==> config.mk <==
export PLATFORM = sky130hd
export DESIGN_NAME = div_req_ctrl
export DESIGN_NICKNAME = d
export VERILOG_FILES = /design/src/rtl/div_req_ctrl.sv
export SDC_FILE = /design/constraint.sdc
export NUM_CORES = 1
export LEC_CHECK = 0
export ABC_AREA = 1
export BUFFER_PORTS_ARGS = -buffer_cell sky130_fd_sc_hd__clkbuf_2
export CAP_MARGIN = 20
export CORE_UTILIZATION = 35
export DETAILED_ROUTE_END_ITERATION = 10
export PLACE_DENSITY = 0.55
export SLEW_MARGIN = 20
export SYNTH_ARGS = -nofsm -noshare
export SYNTH_HDL_FRONTEND = slang
export SYNTH_SLANG_ARGS = --single-unit
==> constraint.sdc <==
create_clock -name clk -period 1.9 [get_ports clk]
set_clock_uncertainty 0.1 [all_clocks]
set_input_delay 0.38 -clock clk [delete_from_list [all_inputs] [get_ports clk]]
set_output_delay 0.38 -clock clk [all_outputs]
set_load 0.005 [all_outputs]
==> src/rtl/div_req_ctrl.sv <==
// div_req_ctrl -- request front-end for the unsigned iterative divider.
//
// Accepts RISC-V DIV/DIVU/REM/REMU requests over a valid/ready handshake,
// turns signed operands into magnitudes for the unsigned divider, settles
// divide-by-zero and signed overflow locally, and returns the sign-corrected
// result on a registered valid/ready response port. One request in flight.
//
// Optional build macro: DIV_REQ_CACHE_EN adds a one-entry result cache that
// answers a repeated (a, b, signedness) request without using the divider.
//
// Ports:
//   clk, rst                 clock (rising edge), synchronous active-low reset
//   req_valid_i/req_ready_o  request handshake
//   req_op_i                 00 DIV, 01 DIVU, 10 REM, 11 REMU
//   req_a_i, req_b_i         dividend, divisor
//   req_tag_i                tag echoed on the response
//   flush_i                  kills the in-flight request, blocks accept
//   rsp_valid_o/rsp_ready_i  response handshake
//   rsp_data_o, rsp_tag_o    result and its tag
//   busy_o                   a request is being processed or drained
//   div_start_o              one-cycle start pulse to the divider
//   div_opr1_o, div_opr2_o   operand magnitudes to the divider
//   div_done_i, div_quo_i, div_rem_i  divider completion and results
module div_req_ctrl #(
  parameter int XLEN  = 32,
  parameter int TAG_W = 5
) (
  input  logic             clk,
  input  logic             rst,
  input  logic             req_valid_i,
  output logic             req_ready_o,
  input  logic [1:0]       req_op_i,
  input  logic [XLEN-1:0]  req_a_i,
  input  logic [XLEN-1:0]  req_b_i,
  input  logic [TAG_W-1:0] req_tag_i,
  input  logic             flush_i,
  output logic             rsp_valid_o,
  input  logic             rsp_ready_i,
  output logic [XLEN-1:0]  rsp_data_o,
  output logic [TAG_W-1:0] rsp_tag_o,
  output logic             busy_o,
  output logic             div_start_o,
  output logic [XLEN-1:0]  div_opr1_o,
  output logic [XLEN-1:0]  div_opr2_o,
  input  logic             div_done_i,
  input  logic [XLEN-1:0]  div_quo_i,
  input  logic [XLEN-1:0]  div_rem_i
);

  typedef enum logic [2:0] {
    S_IDLE,
    S_START,
    S_WAIT,
    S_RESP,
    S_DRAIN
  } state_t;

  localparam logic [XLEN-1:0] ALL_ONES = '1;
  localparam logic [XLEN-1:0] MIN_NEG  = {1'b1, {(XLEN-1){1'b0}}};

  state_t           state;
  logic             ready_q;     // registered "will be in IDLE", gated by flush below
  logic             rem_sel_q;   // op[1]: answer with remainder
  logic             neg_a_q;
  logic             neg_b_q;
  logic [TAG_W-1:0] tag_q;

  // Request decode.
  logic            sgn, neg_a, neg_b;
  logic [XLEN-1:0] mag_a, mag_b;
  logic            b_zero, ovf, special;
  logic [XLEN-1:0] special_res;
  logic            accept;

  assign sgn   = ~req_op_i[0];
  assign neg_a = sgn & req_a_i[XLEN-1];
  assign neg_b = sgn & req_b_i[XLEN-1];
  // Negating MIN_NEG wraps back to MIN_NEG, which is its correct unsigned magnitude.
  assign mag_a = neg_a ? -req_a_i : req_a_i;
  assign mag_b = neg_b ? -req_b_i : req_b_i;

  // Divide-by-zero takes priority over overflow (b cannot be both 0 and -1).
  assign b_zero      = (req_b_i == '0);
  assign ovf         = sgn & (req_a_i == MIN_NEG) & (req_b_i == ALL_ONES);
  assign special     = b_zero | ovf;
  assign special_res = b_zero ? (req_op_i[1] ? req_a_i : ALL_ONES)
                              : (req_op_i[1] ? '0      : MIN_NEG);

  assign req_ready_o = ready_q & ~flush_i;
  assign accept      = req_valid_i & req_ready_o;
  assign busy_o      = (state != S_IDLE);

  // Sign correction of the divider result.
  logic [XLEN-1:0] quo_fix, rem_fix, div_res;

  assign quo_fix = (neg_a_q ^ neg_b_q) ? -div_quo_i : div_quo_i;
  assign rem_fix = neg_a_q ? -div_rem_i : div_rem_i;
  assign div_res = rem_sel_q ? rem_fix : quo_fix;

  // Result cache.
  logic            hit;
  logic [XLEN-1:0] hit_res;

`ifdef DIV_REQ_CACHE_EN
  logic            c_valid, c_sgn;
  logic [XLEN-1:0] c_a, c_b, c_quo, c_rem;
  logic [XLEN-1:0] a_q, b_q;   // original operands of the request in flight
  logic            sgn_q;

  assign hit     = c_valid & (c_a == req_a_i) & (c_b == req_b_i) & (c_sgn == sgn);
  assign hit_res = req_op_i[1] ? c_rem : c_quo;

  always_ff @(posedge clk) begin
    if (!rst) begin
      // NOTE: the cache payload is reset along with c_valid so the whole
      // block leaves reset all-zero; only c_valid matters functionally.
      c_valid <= 1'b0;
      c_sgn   <= 1'b0;
      c_a     <= '0;
      c_b     <= '0;
      c_quo   <= '0;
      c_rem   <= '0;
      a_q     <= '0;
      b_q     <= '0;
      sgn_q   <= 1'b0;
    end else begin
      // Flush wins over a coincident fill: that result is being discarded.
      if (flush_i || (accept && special)) begin
        c_valid <= 1'b0;
      end else if (state == S_WAIT && div_done_i) begin
        c_valid <= 1'b1;
        c_a     <= a_q;
        c_b     <= b_q;
        c_sgn   <= sgn_q;
        c_quo   <= quo_fix;
        c_rem   <= rem_fix;
      end
      if (accept) begin
        a_q   <= req_a_i;
        b_q   <= req_b_i;
        sgn_q <= sgn;
      end
    end
  end
`else
  assign hit     = 1'b0;
  assign hit_res = '0;
`endif

  // Control FSM with registered outputs.
  always_ff @(posedge clk) begin
    if (!rst) begin
      // NOTE: sequential state uses non-blocking assignments only, so every
      // register sees the pre-edge values of the others.
      state       <= S_IDLE;
      ready_q     <= 1'b0;
      rem_sel_q   <= 1'b0;
      neg_a_q     <= 1'b0;
      neg_b_q     <= 1'b0;
      tag_q       <= '0;
      rsp_valid_o <= 1'b0;
      rsp_data_o  <= '0;
      rsp_tag_o   <= '0;
      div_start_o <= 1'b0;
      div_opr1_o  <= '0;
      div_opr2_o  <= '0;
    end else begin
      div_start_o <= 1'b0;
      case (state)
        S_IDLE: begin
          ready_q <= 1'b1;
          if (accept) begin
            rem_sel_q  <= req_op_i[1];
            neg_a_q    <= neg_a;
            neg_b_q    <= neg_b;
            tag_q      <= req_tag_i;
            div_opr1_o <= mag_a;
            div_opr2_o <= mag_b;
            ready_q    <= 1'b0;
            if (special || hit) begin
              state       <= S_RESP;
              rsp_valid_o <= 1'b1;
              rsp_data_o  <= special ? special_res : hit_res;
              rsp_tag_o   <= req_tag_i;
            end else begin
              state       <= S_START;
              div_start_o <= 1'b1;
            end
          end
        end

        S_START: begin
          // The start pulse is already out, so a flush must still wait for done.
          state <= flush_i ? S_DRAIN : S_WAIT;
        end

        S_WAIT: begin
          if (flush_i) begin
            if (div_done_i) begin
              state   <= S_IDLE;
              ready_q <= 1'b1;
            end else begin
              state <= S_DRAIN;
            end
          end else if (div_done_i) begin
            state       <= S_RESP;
            rsp_valid_o <= 1'b1;
            rsp_data_o  <= div_res;
            rsp_tag_o   <= tag_q;
          end
        end

        S_RESP: begin
          if (flush_i || rsp_ready_i) begin
            state       <= S_IDLE;
            rsp_valid_o <= 1'b0;
            ready_q     <= 1'b1;
          end
        end

        S_DRAIN: begin
          if (div_done_i) begin
            state   <= S_IDLE;
            ready_q <= 1'b1;
          end
        end

        default: begin
          state       <= S_IDLE;
          rsp_valid_o <= 1'b0;
          ready_q     <= 1'b0;
        end
      endcase
    end
  end

endmodule

==> results.sh <==
export IMPL_vias_per_cell=4.99
export IMPL_crit_required_ps=2150
export IMPL_hold_path_class="input pin to flop"
export IMPL_cts_path_max_buffers=2
export IMPL_syn_nets=1794
export IMPL_path_cells="nor2_4 > nand2_4 > nor2_4 > inv_1 > nand2_2 > nand3_4 > clkbuf_16 > nand2_1 > nand2_1 > nor2_1"
export IMPL_area_delta_synth_final_pct=46.0
export IMPL_grt_max_degree=53
export IMPL_routed_wl_um=38500
export IMPL_status="completed"
export IMPL_routed_via_count=12200
export IMPL_post_dp_cell_area_sq_um=12500
export IMPL_worst_skew_pair_late_latency_ps=430
export IMPL_synth_edf_count=0
export IMPL_setup_tns_ps=0
export IMPL_synth_top_cells_by_area="dfxtp_1, nand2_1, nor2_1"
export IMPL_antenna_left=0
export IMPL_finalHoldViolations=0
export IMPL_critPathKind="flop to flop"
export IMPL_cts_buffers=17
export IMPL_p_sw_uw=2710
export IMPL_power_total_uw=8090
export IMPL_worst_path_buf_inv=2
export IMPL_crit_family="simple AND/OR/NAND/NOR gates"
export IMPL_drt_initial_drc_count=987
export IMPL_clock_sinks=115
export IMPL_yosysWarnings=0
export IMPL_io_pins=246
export IMPL_cp_arrival_ps=2100
export IMPL_firstDrtPassIters=7
export IMPL_ir_drop_mv=0.417
export IMPL_startpoint_type="flop"
export IMPL_wl_per_cell_um=15.8
export IMPL_row_count=58
export IMPL_fin_ws_ps=52.5
export IMPL_final_area_sq_um=13400
export IMPL_routabilityCongestion=0.925
export IMPL_synth_top_cell_area_share=0.250
export IMPL_drc=0
export IMPL_fillCellCount=2681
export IMPL_grt_pass1_vias=10800
export IMPL_portBuffers=245
export IMPL_p_leak_uw=0.00697
export IMPL_crit_cells=10
export IMPL_netlist_instances=1648
export IMPL_clockRootBuffer="clkbuf_16"
export IMPL_dieArea_sq_um=26900
export IMPL_relSlewSlack=0.700
export IMPL_fin_nets=2238
export IMPL_core_sq_um=25500
export IMPL_maxCapViolations=0
export IMPL_critPathMaxStageDelay_ps=350
export IMPL_power_density_nw_per_um2=602
export IMPL_grt_pass1_wl_um=57300
export IMPL_start_util=0.361
export IMPL_p_clk_frac=0.389
export IMPL_hpwl_um=30000
export IMPL_clk_pin_slew_ps=60
export IMPL_period_minus_slack_ps=1850
export IMPL_hold_slack_ps=127
export IMPL_synth_most_common_cell="nand2_1"
export IMPL_synth_top_cell_by_area="dfxtp_1"
export IMPL_ys_ff_latch=115
export IMPL_critical_path_slowest_cell="dfxtp_2"
export IMPL_worst_pin_slew_ps=445
export IMPL_whs_path_depth=3
export IMPL_dp_slack_ps=-389
export IMPL_switching_share=0.336
export IMPL_gr_total_overflow=0
export IMPL_netlist_area_sq_um=9200
export IMPL_synth_avg_cell_area_sq_um=5.58
export IMPL_antenna_found_initial=1
export IMPL_max_freq_ghz=0.541
export IMPL_ys_seq_area_frac=0.250
export IMPL_synth_flop_cell="dfxtp_1"
export IMPL_tritoncts="yes"
export IMPL_p_int_uw=5370
export IMPL_end_kind="flop"
export IMPL_gr_usage_all_layers=0.275
export IMPL_ys_types=36
export IMPL_synthArstFlopShare=0
export IMPL_die_h_um=164
export IMPL_drive_above_1_share=0.278
export IMPL_post_route_period_util=0.972
export IMPL_seq_power_share=0.334
export IMPL_crit_fanout=9
export IMPL_die_w_um=164
export IMPL_ys_top_cells_by_count="nand2_1, nor2_1, inv_1"
export IMPL_comb_power_share=0.277
export IMPL_rsz0062_at_grt="true"
export IMPL_setup_viol=0
export IMPL_cts_max_level=4
export IMPL_finalMaxSlewViolations=0
export IMPL_ff2ff_path_depth=10
==> power groups by stage <==
stage,sequential [uW],clock [uW],combinational (uW)
floorplan,2730,0,1010
global placement,2740,0,2130
detailed placement,2740,0,2140
CTS,2690,3220,2160
global route,2720,3330,2480
finish,2700,3150,2240
==> final cells by class <==
| type | count | area (sq um) | area share |
|---|---|---|---|
| Multi-Input combinational cell | 1276 | 6050 | 0.450 |
| Timing Repair Buffer | 493 | 3380 | 0.252 |
| Sequential cell | 115 | 2310 | 0.172 |
| Inverter | 189 | 716 | 0.0533 |
| Clock buffer | 18 | 429 | 0.0320 |
| Tap cell | 330 | 413 | 0.0307 |
| Clock inverter | 14 | 129 | 0.00960 |
| Antenna cell | 2 | 5.00 | 0.000373 |
==> layout by cell type, fill, tap and decap left out, drive strengths merged, types with 20 or more instances in the layout <==
| cell | n |
|---|---|
| nand4 | 40 |
| inv | 190 |
| o21ai | 123 |
| a21oi | 64 |
| nand3 | 158 |
| buf | 243 |
| xor2 | 25 |
| nor3 | 20 |
| nor2 | 275 |
| dfxtp | 115 |
| nand2 | 489 |
| clkbuf | 268 |
==> sequential cells by signal, indices dropped and copies added (netlist names), 3 cells and up <==
name        flops
div_opr1_o     32
div_opr2_o     32
rsp_data_o     32
rsp_tag_o       5
state           3
tag_q           5
==> stage by stage <==
| stage | utilization | instances |
|---|---|---|
| final | 0.527 | 2437 |
| after global routing | 0.527 | 2436 |
| after CTS | 0.513 | 2423 |
| after detailed placement | 0.491 | 2391 |
| after global placement | 0.491 | 2391 |
| after floorplan | - | 1648 |
==> tightest hold or removal path: stages <==
cell      delay, ps
clkbuf_2         90
o21ai_0          80
nor2_1           70
==> cells by family (layout without fill, tap and decap cells) <==
logic type               after synthesis  count (layout)  synth area share
AO/OA/AOI/OAI                        232             232             0.140
buffers and inverters                257             714             0.109
adder cells (fa/ha/maj)                5               5           0.00680
AND/OR/NAND/NOR                     1005            1005             0.461
flip-flops                           115             115             0.250
other                                  0               2                 0
XOR/XNOR                              34              34            0.0324
==> path summary, 6_finish.rpt <==
kind                     start  slack, ps             end
hold reg to reg       tag_q[3]        340        tag_q[3]
hold / removal    req_tag_i[4]        130        tag_q[4]
setup reg to reg      state[2]         50  rsp_data_o[27]
setup / recovery      state[2]         50  rsp_data_o[27]
==> routing by layer <==
layer  track usage  up-vias  part of all wire
met2         0.420      389              0.44
li1              -     6218                 -
met3        0.0492       40             0.058
met5             0        -                 0
met4        0.0749        0             0.017
met1         0.392     5510              0.49
==> timing repair <==
item | in CTS | in global routing
endpoints found under the setup margin | 0 | 76
hold buffers | 0 | 0
buffers inserted | 0 | 3
gates resized for setup | 0 | 49
Note: power is estimated with default switching activity, not from simulation.
